## config.mk

```make
export PLATFORM = sky130hd
export DESIGN_NAME = serial_subtractor
export DESIGN_NICKNAME = d
export VERILOG_FILES = /design/src/rtl/serial_subtractor_pkg.sv /design/src/rtl/Full_Adder.sv /design/src/rtl/serial_subtractor.sv
export SDC_FILE = /design/constraint.sdc
export NUM_CORES = 1
export LEC_CHECK = 0
export ABC_AREA = 1
export ABC_CLOCK_PERIOD_IN_PS = 1300
export CAP_MARGIN = 20
export CORE_MARGIN = 2
export CORE_UTILIZATION = 38
export CTS_CLUSTER_SIZE = 24
export DETAILED_ROUTE_END_ITERATION = 10
export PLACE_DENSITY = 0.6
export RECOVER_POWER = 100
export SYNTH_ARGS = -nofsm -noshare
export SYNTH_HDL_FRONTEND = slang
export SYNTH_SLANG_ARGS = --single-unit
```

## constraint.sdc

```tcl
create_clock -name clk -period 1.3 [get_ports clk]
set_input_delay 0.26 -clock clk [delete_from_list [all_inputs] [get_ports clk]]
set_output_delay 0.26 -clock clk [all_outputs]
set_load 0.01 [all_outputs]
```

## src/rtl/serial_subtractor_pkg.sv

```systemverilog
// Shared definitions for the bit-serial subtractor: FSM encoding and default width.
package serial_subtractor_pkg;

    localparam int DEFAULT_WIDTH = 8;

    typedef enum logic [1:0] {
        IDLE  = 2'd0,
        SHIFT = 2'd1,
        DONE  = 2'd2
    } state_t;

endpackage

```

## src/rtl/Full_Adder.sv

```systemverilog
// Single-bit full adder cell reused from the adder datapath.
module Full_Adder (
    input  logic A,
    input  logic B,
    input  logic Carry_in,
    output logic Sum,
    output logic Carry_out
);

    assign Sum       = A ^ B ^ Carry_in;
    assign Carry_out = (A & B) | (A & Carry_in) | (B & Carry_in);

endmodule

```

## src/rtl/serial_subtractor.sv

```systemverilog
// Bit-serial A - B computed LSB first as A + ~B + 1 through one full adder and a carry flop.
module serial_subtractor
    import serial_subtractor_pkg::*;
#(
    parameter int WIDTH = DEFAULT_WIDTH
) (
    input  logic             clk,
    input  logic             rst_n,
    input  logic             start,
    input  logic [WIDTH-1:0] a_in,
    input  logic [WIDTH-1:0] b_in,
    output logic             busy,
    output logic             done,
    output logic [WIDTH-1:0] diff,
    output logic             borrow,
    output logic             overflow
);

    localparam int CNT_W = $clog2(WIDTH + 1);
    localparam logic [CNT_W-1:0] LAST_BIT = CNT_W'(WIDTH - 1);

    state_t           state;
    state_t           state_nxt;
    logic [WIDTH-1:0] a_sr;
    logic [WIDTH-1:0] b_sr;
    logic [WIDTH-1:0] res_sr;
    logic [CNT_W-1:0] cnt;
    logic             carry;
    logic             c_msb_in;
    logic             fa_sum;
    logic             fa_cout;
    logic             done_q;
    logic [WIDTH-1:0] diff_q;
    logic             borrow_q;
    logic             overflow_q;

    Full_Adder u_fa (a_sr[0], b_sr[0], carry, fa_sum, fa_cout);

    always_comb begin
        state_nxt = state;
        case (state)
            IDLE:    if (start) state_nxt = SHIFT;
            SHIFT:   if (cnt == LAST_BIT) state_nxt = DONE;
            DONE:    state_nxt = IDLE;
            default: state_nxt = IDLE;
        endcase
    end

    // Results are published one edge after entering DONE, once the last sum bit has landed
    // in res_sr and the final carry sits in the carry flop.
    always_ff @(posedge clk) begin
        if (!rst_n) begin
            state      <= IDLE;
            a_sr       <= '0;
            b_sr       <= '0;
            res_sr     <= '0;
            cnt        <= '0;
            carry      <= 1'b0;
            c_msb_in   <= 1'b0;
            done_q     <= 1'b0;
            diff_q     <= '0;
            borrow_q   <= 1'b0;
            overflow_q <= 1'b0;
        end else begin
            state  <= state_nxt;
            done_q <= (state == DONE);
            case (state)
                IDLE: begin
                    if (start) begin
                        a_sr  <= a_in;
                        b_sr  <= ~b_in;
                        carry <= 1'b1;
                        cnt   <= '0;
                    end
                end
                SHIFT: begin
                    a_sr   <= {1'b0, a_sr[WIDTH-1:1]};
                    b_sr   <= {1'b0, b_sr[WIDTH-1:1]};
                    res_sr <= {fa_sum, res_sr[WIDTH-1:1]};
                    carry  <= fa_cout;
                    if (cnt == LAST_BIT) begin
                        c_msb_in <= carry;
                    end else begin
                        cnt <= cnt + CNT_W'(1);
                    end
                end
                DONE: begin
                    diff_q     <= res_sr;
                    borrow_q   <= ~carry;
                    overflow_q <= c_msb_in ^ carry;
                end
                default: ;
            endcase
        end
    end

    assign busy     = (state != IDLE) || done_q;
    assign done     = done_q;
    assign diff     = diff_q;
    assign borrow   = borrow_q;
    assign overflow = overflow_q;

endmodule

```

==> results of run 1 <==
==> cell families after synthesis <==
logic type,Yosys count,share of synthesized area
adder cells (fa/ha/maj),2,0.0182
AND/OR/NAND/NOR,142,0.317
buffers and inverters,32,0.0763
AO/OA/AOI/OAI,36,0.102
XOR/XNOR,1,0.00490
flip-flops,43,0.481
==> synthesized netlist by cell type <==
cell       n
a21oi_1    8
buf_1      1
buf_2      1
buf_4      2
buf_6      1
clkbuf_1   4
clkinv_1   1
dfxtp_1   43
fa_1       1
ha_1       1
inv_1     20
inv_2      2
nand2_1   57
nand2_2    2
nand3_1    8
nand3_2    1
nand4_1    2
nor2_1    69
nor2_2     1
o21ai_0   26
o21ai_1    1
o21bai_1   1
or2_2      2
xnor2_1    1
==> worst max-delay path, delay by kind of cell, from the launching register on <==
kind	cells	cell delay, ps
DFF	1	330
and+or+nand+nor	2	280
buffers and inverters	2	180
==> stage by stage <==
step	instances	cell area, um^2
floorplan	256	1790
global placement	351	2310
detailed placement	351	2310
CTS	358	2390
global route	359	2400
finish	359	2400
==> routing by layer <==
layer  routed length (um)  global-route usage  up-vias
li1                     -                   -      891
met1                 1950               0.219      710
met2                 1860               0.258       20
met3                   86              0.0249        7
met4                   93              0.0947        0
met5                    0                   0        -
==> timing repair <==
item | CTS | global route
cloned | 0 | 0
gates resized for setup | 20 | 8
hold buffers | 0 | 0
endpoints found under the hold margin | 0 | 0
endpoints found under the setup margin | 12 | 29
setup buffers | 0 | 1
pin swaps | 0 | 1
==> state kept, by name (all words and copies together), names as in the netlist, 2 cells and up <==
| register | count |
|---|---|
| b_sr | 8 |
| diff | 8 |
| res_sr | 8 |
| state | 2 |
| cnt | 4 |
| a_sr | 8 |
==> cells in the final DEF, fill, tap and decap left out, types with 3 or more instances in the layout <==
cell type         n
a21oi_1           7
inv_2             3
nand2_1          56
dlygate4sd2_1    10
buf_12            3
o21ai_0          26
buf_4            15
inv_1            19
nor2_1           69
clkbuf_8          6
clkdlybuf4s50_1  17
nand2_2           3
dfxtp_1          41
nand3_1           8
==> report_power, final <==
part	switching, uW	internal, uW	leakage [uW]
logic	177	179	0.000755
clock network	444	417	0.0000470
registers	33.9	1380	0.000352
==> worst min-delay path by stage <==
| stage | end | slack [ps] | cells past startpoint |
|---|---|---|---|
| 3_3_place_gp | a_sr[7]$_SDFFE_PN0P_ | 450 | 2 |
| 5_1_grt | b_sr[7]$_SDFFE_PN0P_ | 490 | 2 |
| 3_5_place_dp | a_sr[7]$_SDFFE_PN0P_ | 460 | 2 |
| 6_report | a_sr[7]$_SDFFE_PN0P_ | 470 | 2 |
| 4_1_cts | a_sr[7]$_SDFFE_PN0P_ | 480 | 2 |
| 2_1_floorplan | a_sr[7]$_SDFFE_PN0P_ | 400 | 2 |
==> layout make-up <==
cell class,instances,area [um^2],area share
clock buffers,6,82.6,0.0345
clock inverters,1,5.00,0.00209
inverters,23,88.8,0.0371
multi-input cells,181,805,0.336
flip-flops and latches,43,863,0.360
well taps,52,65.1,0.0272
repair buffers,53,487,0.203
==> results.cfg, run 1 <==
[route]
avgRoutedWirePerCell_um = 11.1
vias = 1628
wl_um = 3990
drcViolationCount = 0
drt_pass1_iterations = 4
via_per_inst = 4.53
drt-initial-drc-count = 85
postRouteAntennaNets = 0

[cts]
path_clk_slew_ps = 80
clock_sinks = 43
htreeDepth = 2
cts_tree = yes
cts_buffers = 5
clkLatencyLatePin_ps = 300
clockBufferDepth = 2
cts-root-buf = clkbuf_8

[placed_design]
io_buffers = 30
dp_hpwl_um = 2790
gp_congestion = 0.747
pre_cts_slack_ps = -186

[pwr]
leakage_uw = 0.00115
power_uw = 2630
vdd_drop_max_uv = 474
cellPowerDensity_nw_per_um2 = 1100

[yosys]
synthTopCellsByArea = dfxtp_1 (48%), nor2_1 (14%), nand2_1 (12%)
synth.avg_cell_area_um2 = 6.98
ys_types = 24
yosysSeqAreaShare = 0.481
synth_top_area_share = 0.481
ys_ff_latch = 43
syn_inst = 256
synth_fp_nets = 277
syn-cell-area_um2 = 1790
synth_area_leader_cell = dfxtp_1
yosysWarnings = 0

[floorplan]
placementRows = 24
ioPinCount = 31
core-area_um2 = 4440
start_util = 0.402
dieArea_um2 = 5270
die_h_um = 72.6
die_x_um = 72.6

[worst_setup_path]
critPathCapture = busy
startpoint = state[0]$_SDFFE_PN0P_
endpoint_kind = primary output
r2r_cells = 7
start_kind = flip-flop
cp_cell_sequence = inv_2 -> nand2_2 -> or2_4 -> buf_6
r2r_slack_ps = 30
path_class = flip-flop to primary output
cp_data_arrival_time_ps = 1080
required_ps = 1040
worstPathMaxFanout = 2
cp_slowest_cell = dfxtp_2
timing.rr.end = cnt[0]$_SDFFE_PN0P_
r2r_start = state[1]$_SDFFE_PN0P_
slowest_delay_ps = 330

[global_route]
grt_pass1_vias = 1508
grt_pass1_wl_um = 6760
grt_max_degree = 22
grt_overflow = 0
track_usage = 0.166
antenna_found_initial = 0

[cells_and_area]
diodes = 0
finish.net_count = 328
final.fill_count = 449
drive_gt1_frac = 0.140
syn2layout_area_growth_pct = 34.0
finalCoreUtilization = 0.539

[status]
violations = negative setup slack
status = finished with violations

[flow_run]
maxCapViolCount = 0

[sta]
hold_violations = 0
max_slew_margin = 0.699
finalSetupTns_ps = -41.8
clock_skew_ps = 3.37
worstMarginPinSlew_ps = 451
period_minus_slack_ps = 1340
max_clock_freq_ghz = 0.745
holdWs_ps = 474
post-route-period-util = 1.03
setup_slack_ps = -41.8
finalMaxSlewViolations = 0
rsz0062_at_grt = yes
setup_viol_count_final = 1

[hold_path]
hp-class = flip-flop to flip-flop
min-delay-start = a_sr[7]$_SDFFE_PN0P_
Power figures use the tool's default switching activity.
==> run 2: changes to the inputs <==
- PLACE_DENSITY: 0.6 -> default
==> results of run 2 <==
Final layout, timing and power as in run 1 (identical DEF).
==> run 3: changes to the inputs <==
- CTS_CLUSTER_SIZE: 24 -> default
- TNS_END_PERCENT: default -> 30
==> run 3 against run 2 <==
  * The flow still finishes with violations (negative setup slack)
  * Sequential cell count stayed put
  * Sequential share of layout area about the same
  * Highest routed layer unchanged
  * Routed wire length increased by 0.13%
  * Cell area down 0.16%
  * Clock power is essentially flat
  * Clock-buffer cell count unchanged
  * Non-clock buffer count did not move
  * Die area did not move
  * Sequential power barely moved
  * Maximum frequency is essentially flat
  * Combinational power about the same
  * Critical path depth is the same
==> results.cfg, run 3 (synthesis gave the netlist of run 1 again) <==
[cts]
path_clk_slew_ps = 80
cts-root-buf = clkbuf_8
cts_tree = yes
clkLatencyLatePin_ps = 300
cts_buffers = 5
clockBufferDepth = 2
clock_sinks = 43
ctsHoldBuffers = 0
htreeDepth = 2

[cells_and_area]
final.fill_count = 451
layout_commonest_cell = nor2_1
drive_gt1_frac = 0.140
diodes = 0
finish.net_count = 328
syn2layout_area_growth_pct = 33.8
stdcell_area_um2 = 2390
final_cell_mix = nor2_1 (69), nand2_1 (56), dfxtp_1 (42), o21ai_0 (26), inv_1 (19)

[placed_design]
dp_hpwl_um = 2790
io_buffers = 30
gp_congestion = 0.747
dpl-instance-area_um2 = 2310
pre_cts_slack_ps = -186

[sta]
max_clock_freq_ghz = 0.745
setup_viol_count_final = 1
finalMaxSlewViolations = 0
post-route-period-util = 1.03
worstMarginPinSlew_ps = 451
period_minus_slack_ps = 1340
rsz0062_at_grt = yes
setup_slack_ps = -41.5
max_slew_margin = 0.699
hold_violations = 0
clock_skew_ps = 3.42

[worst_setup_path]
required_ps = 1040
path_class = flip-flop to primary output
endpoint_kind = primary output
slowest_delay_ps = 330
worstPathMaxFanout = 2
cp_slowest_cell = dfxtp_2
cp_data_arrival_time_ps = 1080
start_kind = flip-flop
cp_cell_sequence = inv_2 -> nand2_2 -> or2_4 -> buf_6

[global_route]
antenna_found_initial = 0
grt_pass1_vias = 1508
grt_max_degree = 22
track_usage = 0.166
grt_overflow = 0
grt_pass1_wl_um = 6760

[hold_path]
hp-class = flip-flop to flip-flop

[pwr]
cellPowerDensity_nw_per_um2 = 1100
power_uw = 2630
vdd_drop_max_uv = 475
leakage_uw = 0.00115

[route]
vias = 1627
avgRoutedWirePerCell_um = 11.1
postRouteAntennaNets = 0
drcViolationCount = 0
wl_um = 4000
drt-initial-drc-count = 85
drt_pass1_iterations = 4
via_per_inst = 4.53

[floorplan]
core-area_um2 = 4440
placementRows = 24
ioPinCount = 31
die_h_um = 72.6
die_x_um = 72.6
start_util = 0.402
dieArea_um2 = 5270

[flow_run]
maxCapViolCount = 0

[status]
status = finished with violations
violations = negative setup slack
==> run 3: changes by cell type in the layout (fill, tap and decap cells not counted), sizes merged <==
cell | previous run | this run
buf | 19 | 20
clkdlybuf4s15 | 1 | 0
==> run 3: worst paths after layout <==
| check | startpoint | endpoint | slack (ps) | cells after the start |
|---|---|---|---|---|
| worst max-delay path | state[0]$_SDFFE_PN0P_ | busy | -40 | 4 |
| worst min-delay path | a_sr[7]$_SDFFE_PN0P_ | a_sr[7]$_SDFFE_PN0P_ | 470 | 2 |
| worst max register to register | state[1]$_SDFFE_PN0P_ | cnt[0]$_SDFFE_PN0P_ | 30 | 7 |
| worst min register to register | a_sr[7]$_SDFFE_PN0P_ | a_sr[7]$_SDFFE_PN0P_ | 470 | 2 |
==> run 3: worst max-delay path, delay by kind of cell (launching register included) <==
family | cells | cell delay [ps]
flops | 1 | 330
buf+inv | 2 | 180
simple gates | 2 | 280
==> run 3: cell type report <==
cell class              count  area [um^2]  area share
clock inverters             1         5.00     0.00209
well taps                  52         65.1      0.0272
multi-input cells         181          805       0.336
clock buffers               6         82.6      0.0345
repair buffers             53          484       0.202
inverters                  23         88.8      0.0371
flip-flops and latches     43          862       0.360
==> run 3: through the flow <==
| stage | TNS [ps] | utilization | instances | hold WS, ps |
|---|---|---|---|---|
| 6_report | -41.5 | 0.538 | 359 | 475 |
| 3_5_place_dp | -3130 | 0.519 | 351 | 463 |
| 5_1_grt | -281 | 0.538 | 359 | 495 |
| 2_1_floorplan | 0 | - | 256 | 403 |
| 3_3_place_gp | -3280 | 0.519 | 351 | 454 |
| 4_1_cts | -43.8 | 0.537 | 358 | 475 |
==> run 3: metal layers <==
| layer | global-route usage | share of wire |
|---|---|---|
| met5 | 0 | 0 |
| met4 | 0.0947 | 0.023 |
| met3 | 0.0249 | 0.022 |
| met2 | 0.258 | 0.47 |
| met1 | 0.219 | 0.49 |
==> run 3: where the power goes <==
| part | switching (uW) | internal (uW) | total, uW |
|---|---|---|---|
| combinational | 177 | 179 | 356 |
| sequential | 34.0 | 1380 | 1410 |
| clock | 443 | 417 | 860 |
==> run 3: timing repair <==
item | 4_1_cts | 5_1_grt
setup endpoints to repair | 12 | 29
pin swaps | 0 | 1
setup buffers | 0 | 1
gates resized for setup | 20 | 8
==> RTL change 1 (config.mk and constraints of run 1) <==
Register the output `overflow` once more; this adds one clock of latency there. The other outputs are not delayed to match.
--- a/src/rtl/serial_subtractor.sv
+++ b/src/rtl/serial_subtractor.sv
@@ -100,3 +100,5 @@
     assign borrow   = borrow_q;
-    assign overflow = overflow_q;
+    always_ff @(posedge clk) begin
+        overflow <= overflow_q;
+    end
 
Check against the original RTL: no difference found for any inputs over 10 cycles, from zero or initial values and one cycle with rst_n low; that may be too few to reach the edited logic, so the function may still have changed.
==> RTL change 1 against run 1 <==
  * The run still ends with setup timing left
  * Synthesized area up 1.1%
  * Design area down 1.3%
  * Largest power group unchanged
  * Critical path type unchanged
  * Power up 6.9%
  * Synthesized cell count up 0.39%
  * Sequential cell count up 1
  * Routed wire length down 3.5%
  * Clock skew up 0.0052 ns
  * Worst setup slack about the same
==> RTL change 1: results (changes against run 1) <==
[metrics] Clock transition at path regs: 0.08 ns (about the same)
[metrics] crit-path max cell delay: 0.33 ns (about the same)
[metrics] global-route wire length before repair: 6.84 mm (was 6.76 mm)
[metrics] critical path's top delay family: flip-flops (unchanged)
[metrics] Port-buffer cells: 30 (unchanged)
[metrics] power dissipated by switching net loads: 666 uW (was 655 uW)
[metrics] start point of the critical path: state[0] (unchanged)
[metrics] path type of the worst min-delay path: reg2reg (unchanged)
[metrics] H-tree Lvls: 2 (unchanged)
[metrics] data arrival at the endpoint of the critical path: 1.08 ns (about the same)
[metrics] number of antenna violations at the first check in global routing: 0 (unchanged)
[metrics] result of the run: finished with violations (unchanged)
[metrics] DRT Wirelength: 3.85 mm (was 3.99 mm)
[metrics] Area contributors post-synth: dfxtp_1 (49%), nor2_1 (14%), nand2_1 (12%) (was dfxtp_1 (48%), nor2_1 (14%), nand2_1 (12%))
[metrics] leakage: 1.14 nW (was 1.15 nW)
[metrics] placed instance area: 2260 um2 (was 2310 um2)
[metrics] Post-synth ARST share: 0 (unchanged)
[metrics] aggregate global-route resource usage: 0.166 (about the same)
[metrics] violated checks: setup timing (unchanged)
[metrics] synth cell count leaders: nor2_1 (69), nand2_1 (57), dfxtp_1 (44) (was nor2_1 (69), nand2_1 (57), dfxtp_1 (43))
[metrics] final worst-path setup slack: -0.0418 ns (about the same)
[metrics] Clk Latency, worst-skew pair: 0.30 ns (about the same)
[metrics] Final setup violation count: 1 (unchanged)
[metrics] reg2reg setup slack: 0.08 ns (was 0.03 ns)
[metrics] Final GP Congestion: 0.744 (was 0.747)
[metrics] clock tree root buffer cell: clkbuf_8 (unchanged)
[metrics] start point of the worst min-delay path: overflow_q (was a_sr[7])
[metrics] Detailed Routing Iterations Pass 1: 4 (unchanged)
[metrics] synthesized netlist net count: 278 (was 277)
[metrics] number of buffers created by CTS: 5 (unchanged)
[metrics] Seq/Total Area, Yosys: 0.487 (was 0.481)
[metrics] iteration-0 DRC count of the detailed router: 84 (was 85)
[metrics] vias in the first global route: 1562 (was 1508)
[metrics] Max Fanout on Critical Path: 2 (unchanged)
[metrics] Diodes inserted: 0 (unchanged)
[metrics] headroom to the max-slew limit: 0.686 (was 0.699)
[metrics] ratio of routed vias to standard cells: 4.56 (was 4.53)
[metrics] maximum number of pins on one net before global-route repair: 19 (was 22)
[metrics] maximum clock skew at final layout: 0.00861 ns (was 0.00337 ns)
[metrics] largest voltage drop on the vdd net: 561 uV (was 474 uV)
[metrics] R2R Path Start: state[1] (unchanged)
[metrics] share of final-layout standard cells stronger than drive strength 1: 0.116 (was 0.140)
[metrics] dominant register cell in the synthesized netlist: dfxtp_1 (unchanged)
[metrics] half-perimeter wire length of the detailed placement result: 2.72 mm (was 2.79 mm)
[metrics] nets: 322 (was 328)
[metrics] clock tree buffer depth: 2 (unchanged)
[metrics] Antenna Violating Nets Remaining: 0 (unchanged)
[metrics] Syn. warnings: 0 (unchanged)
[metrics] setup slack at placement: -0.213 ns (was -0.186 ns)
[RTL change 1: changes by cell type in the layout (fill, tap and decap cells not counted), sizes merged]
cell / change
buf: -5
bufinv: +1
clkbuf: -2
clkdlybuf4s15: -1
dfxtp: +1
dlygate4sd2: +1
[RTL change 1: logic make-up (layout without fill, tap and decap cells)]
logic type,count (synthesis),after routing,synth area share
adders and majority gates,2,2,0.0180
DFF,44,44,0.487
xor gates and xnor gates,1,1,0.00485
and+or+nand+nor,142,142,0.313
buffers and inverters,32,77,0.0754
AOI/OAI and AO/OA,36,36,0.101
[RTL change 1: worst paths after layout]
path | end | depth (start not counted)
setup / recovery | busy | 4
hold / removal | overflow | 0
setup reg to reg | b_sr[5] | 7
hold reg to reg | overflow | 0
[RTL change 1: through the flow]
stage | hold slack [ns] | std cells | setup TNS (ns)
after floorplan | 0.326 | 257 | 0
after global placement | 0.345 | 348 | -3.25
after detailed placement | 0.341 | 348 | -3.37
after CTS | 0.359 | 356 | -0.0996
after global routing | 0.371 | 356 | -0.756
final | 0.362 | 356 | -0.0418
[RTL change 1: final cells by class]
| class | count | area [um2] |
|---|---|---|
| well taps | 54 | 67.6 |
| clock inverters | 2 | 35.0 |
| fillers | 472 | 2300 |
| multi-input cells | 181 | 798 |
| flip-flops and latches | 44 | 883 |
| inverters | 23 | 88.8 |
| clock buffers | 6 | 72.6 |
| repair buffers | 46 | 419 |
[RTL change 1: power by group through the flow]
stage	Combinational, mW	Clock, mW	Sequential [mW]
floorplan	0.182	0	1.47
global placement	0.328	0	1.47
detailed placement	0.330	0	1.47
CTS	0.330	1.05	1.44
global route	0.383	1.10	1.45
finish	0.333	1.03	1.44
[RTL change 1: metal layers]
metal | track usage | wire (um)
met5 | 0 | 0
met4 | 0.0720 | 77
met3 | 0.0428 | 152
met2 | 0.261 | 1740
met1 | 0.215 | 1880
[RTL change 1: worst reg2reg max path: stages, from the launching register on]
cell and delay (ns):
dfxtp_1 0.33, inv_2 0.04, buf_4 0.14, nand2_2 0.11, nand2_1 0.13, buf_12 0.17, o21ai_0 0.15, a21oi_1 0.06
[RTL change 1: repair_timing]
item / CTS / global route
resized for setup: 19 / 12
pin swaps: 0 / 1
setup endpoints to repair: 13 / 23
setup buffers: 0 / 0
==> RTL change 2 (config.mk and constraints of run 1) <==
Made on the original files. `DEFAULT_WIDTH`: 8 -> 16.
--- a/src/rtl/serial_subtractor_pkg.sv
+++ b/src/rtl/serial_subtractor_pkg.sv
@@ -3,3 +3,3 @@
 
-    localparam int DEFAULT_WIDTH = 8;
+    localparam int DEFAULT_WIDTH = 16;
 
Ports: changed (resized a_in, b_in and diff); port bits go from 31 to 55. No check against the original RTL was run, so the function may have changed too.
==> RTL change 2 against run 1 <==
  * The run still ends with setup timing left
  * Synthesized cell count increased by 70%
  * Routed wire length grew 95%
  * Synthesized area up 71%
  * Power rose by 96%
  * Non-clock buffer count rose by 35
  * Design area rose by 83%
  * Sequential share of layout area decreased by 1.1 points
  * Combinational power up 130%
  * Via count grew 81%
  * Worst setup slack got worse by 0.041 ns
  * Hold slack worse by 0.15 ns
  * Sequential cell count increased by 33
  * Largest cell class unchanged
  * Highest routed layer unchanged
==> RTL change 2: results (changes against run 1) <==
[metrics] synth unique cells: 18 (was 24)
[metrics] Clk Latency, worst-skew pair: 0.34 ns (was 0.30 ns)
[metrics] Final setup violation count: 31 (was 1)
[metrics] fraction of the mapped netlist area in compound gates: 0.149 (was 0.102)
[metrics] parity-gate share of the synthesized area counting xor and xnor cells: 0.00287 (was 0.00490)
[metrics] average cell area after synthesis: 7.02 um2 (was 6.98 um2)
[metrics] portion of total power attributed to combinational logic: 0.161 (was 0.135)
[metrics] leakage: 1.97 nW (was 1.15 nW)
[metrics] Inverters, non-clock: 12 (was 23)
[metrics] final worst-path setup slack: -0.0832 ns (was -0.0418 ns)
[metrics] Port-buffer cells: 54 (was 30)
[metrics] routing usage on met3: 0.0409 (was 0.0249)
[metrics] DRT Wirelength: 7.80 mm (was 3.99 mm)
[metrics] maximum clock skew at final layout: 0.0126 ns (was 0.00337 ns)
[metrics] path type of the worst min-delay path: in2reg (was reg2reg)
[metrics] Met3 Wirelength: 322 um (was 86 um)
[metrics] violated checks: setup timing (unchanged)
[metrics] Detailed Routing Iterations Pass 1: 5 (was 4)
[metrics] count of non-filler cells in the finished layout: 615 (was 359)
[metrics] layout multi-input combinational cell count: 322 (was 181)
[metrics] fraction of cell area in non-clock buffers: 0.223 (was 0.203)
[metrics] nets: 547 (was 328)
[metrics] maximum number of pins on one net before global-route repair: 63 (was 22)
[metrics] fraction of area in multi-input gates: 0.344 (was 0.336)
[metrics] half-perimeter wire length of the detailed placement result: 4.48 mm (was 2.79 mm)
[metrics] synth cell count leaders: nor2_1 (138), nand2_1 (79), o21ai_0 (79) (was nor2_1 (69), nand2_1 (57), dfxtp_1 (43))
[metrics] result of the run: finished with violations (unchanged)
[metrics] largest voltage drop on the vdd net: 538 uV (was 474 uV)
[metrics] Inst Count DP: 589 (was 351)
[metrics] ratio of routed vias to standard cells: 4.79 (was 4.53)
[metrics] met2 Resource Use GR: 0.295 (was 0.258)
[metrics] Final GP Congestion: 0.773 (was 0.747)
[metrics] fraction of power consumed by the clock network: 0.342 (was 0.328)
[metrics] Seq/Total Area, Yosys: 0.498 (was 0.481)
[metrics] data arrival at the endpoint of the critical path: 1.12 ns (was 1.08 ns)
[metrics] Net Sw Frac: 0.267 (was 0.249)
## RTL change 2: logic make-up after synthesis
group | count (synthesis)
AO/OA/AOI/OAI | 90
XOR/XNOR | 1
adder cells (fa/ha/maj) | 3
buffers and inverters | 37
flip-flops | 76
AND/OR/NAND/NOR | 228
## RTL change 2: metrics by stage
step	cell area, um2	power (mW)	util	TNS [ns]	setup slack [ns]
floorplan	3080	2.99	-	0	0.000552
global placement	3900	3.28	0.502	-3.93	-0.125
detailed placement	3900	3.29	0.502	-4.37	-0.171
CTS	4090	5.04	0.526	-0.462	-0.159
global route	4370	5.41	0.563	-2.96	-0.160
finish	4370	5.14	0.563	-0.632	-0.0832
## RTL change 2: worst paths after layout
path | end | slack (ns) | depth (start not counted)
min | cnt[0] | 0.32 | 4
max reg2reg | cnt[4] | -0.08 | 11
max | busy | -0.08 | 4
min reg2reg | b_sr[15] | 0.47 | 2
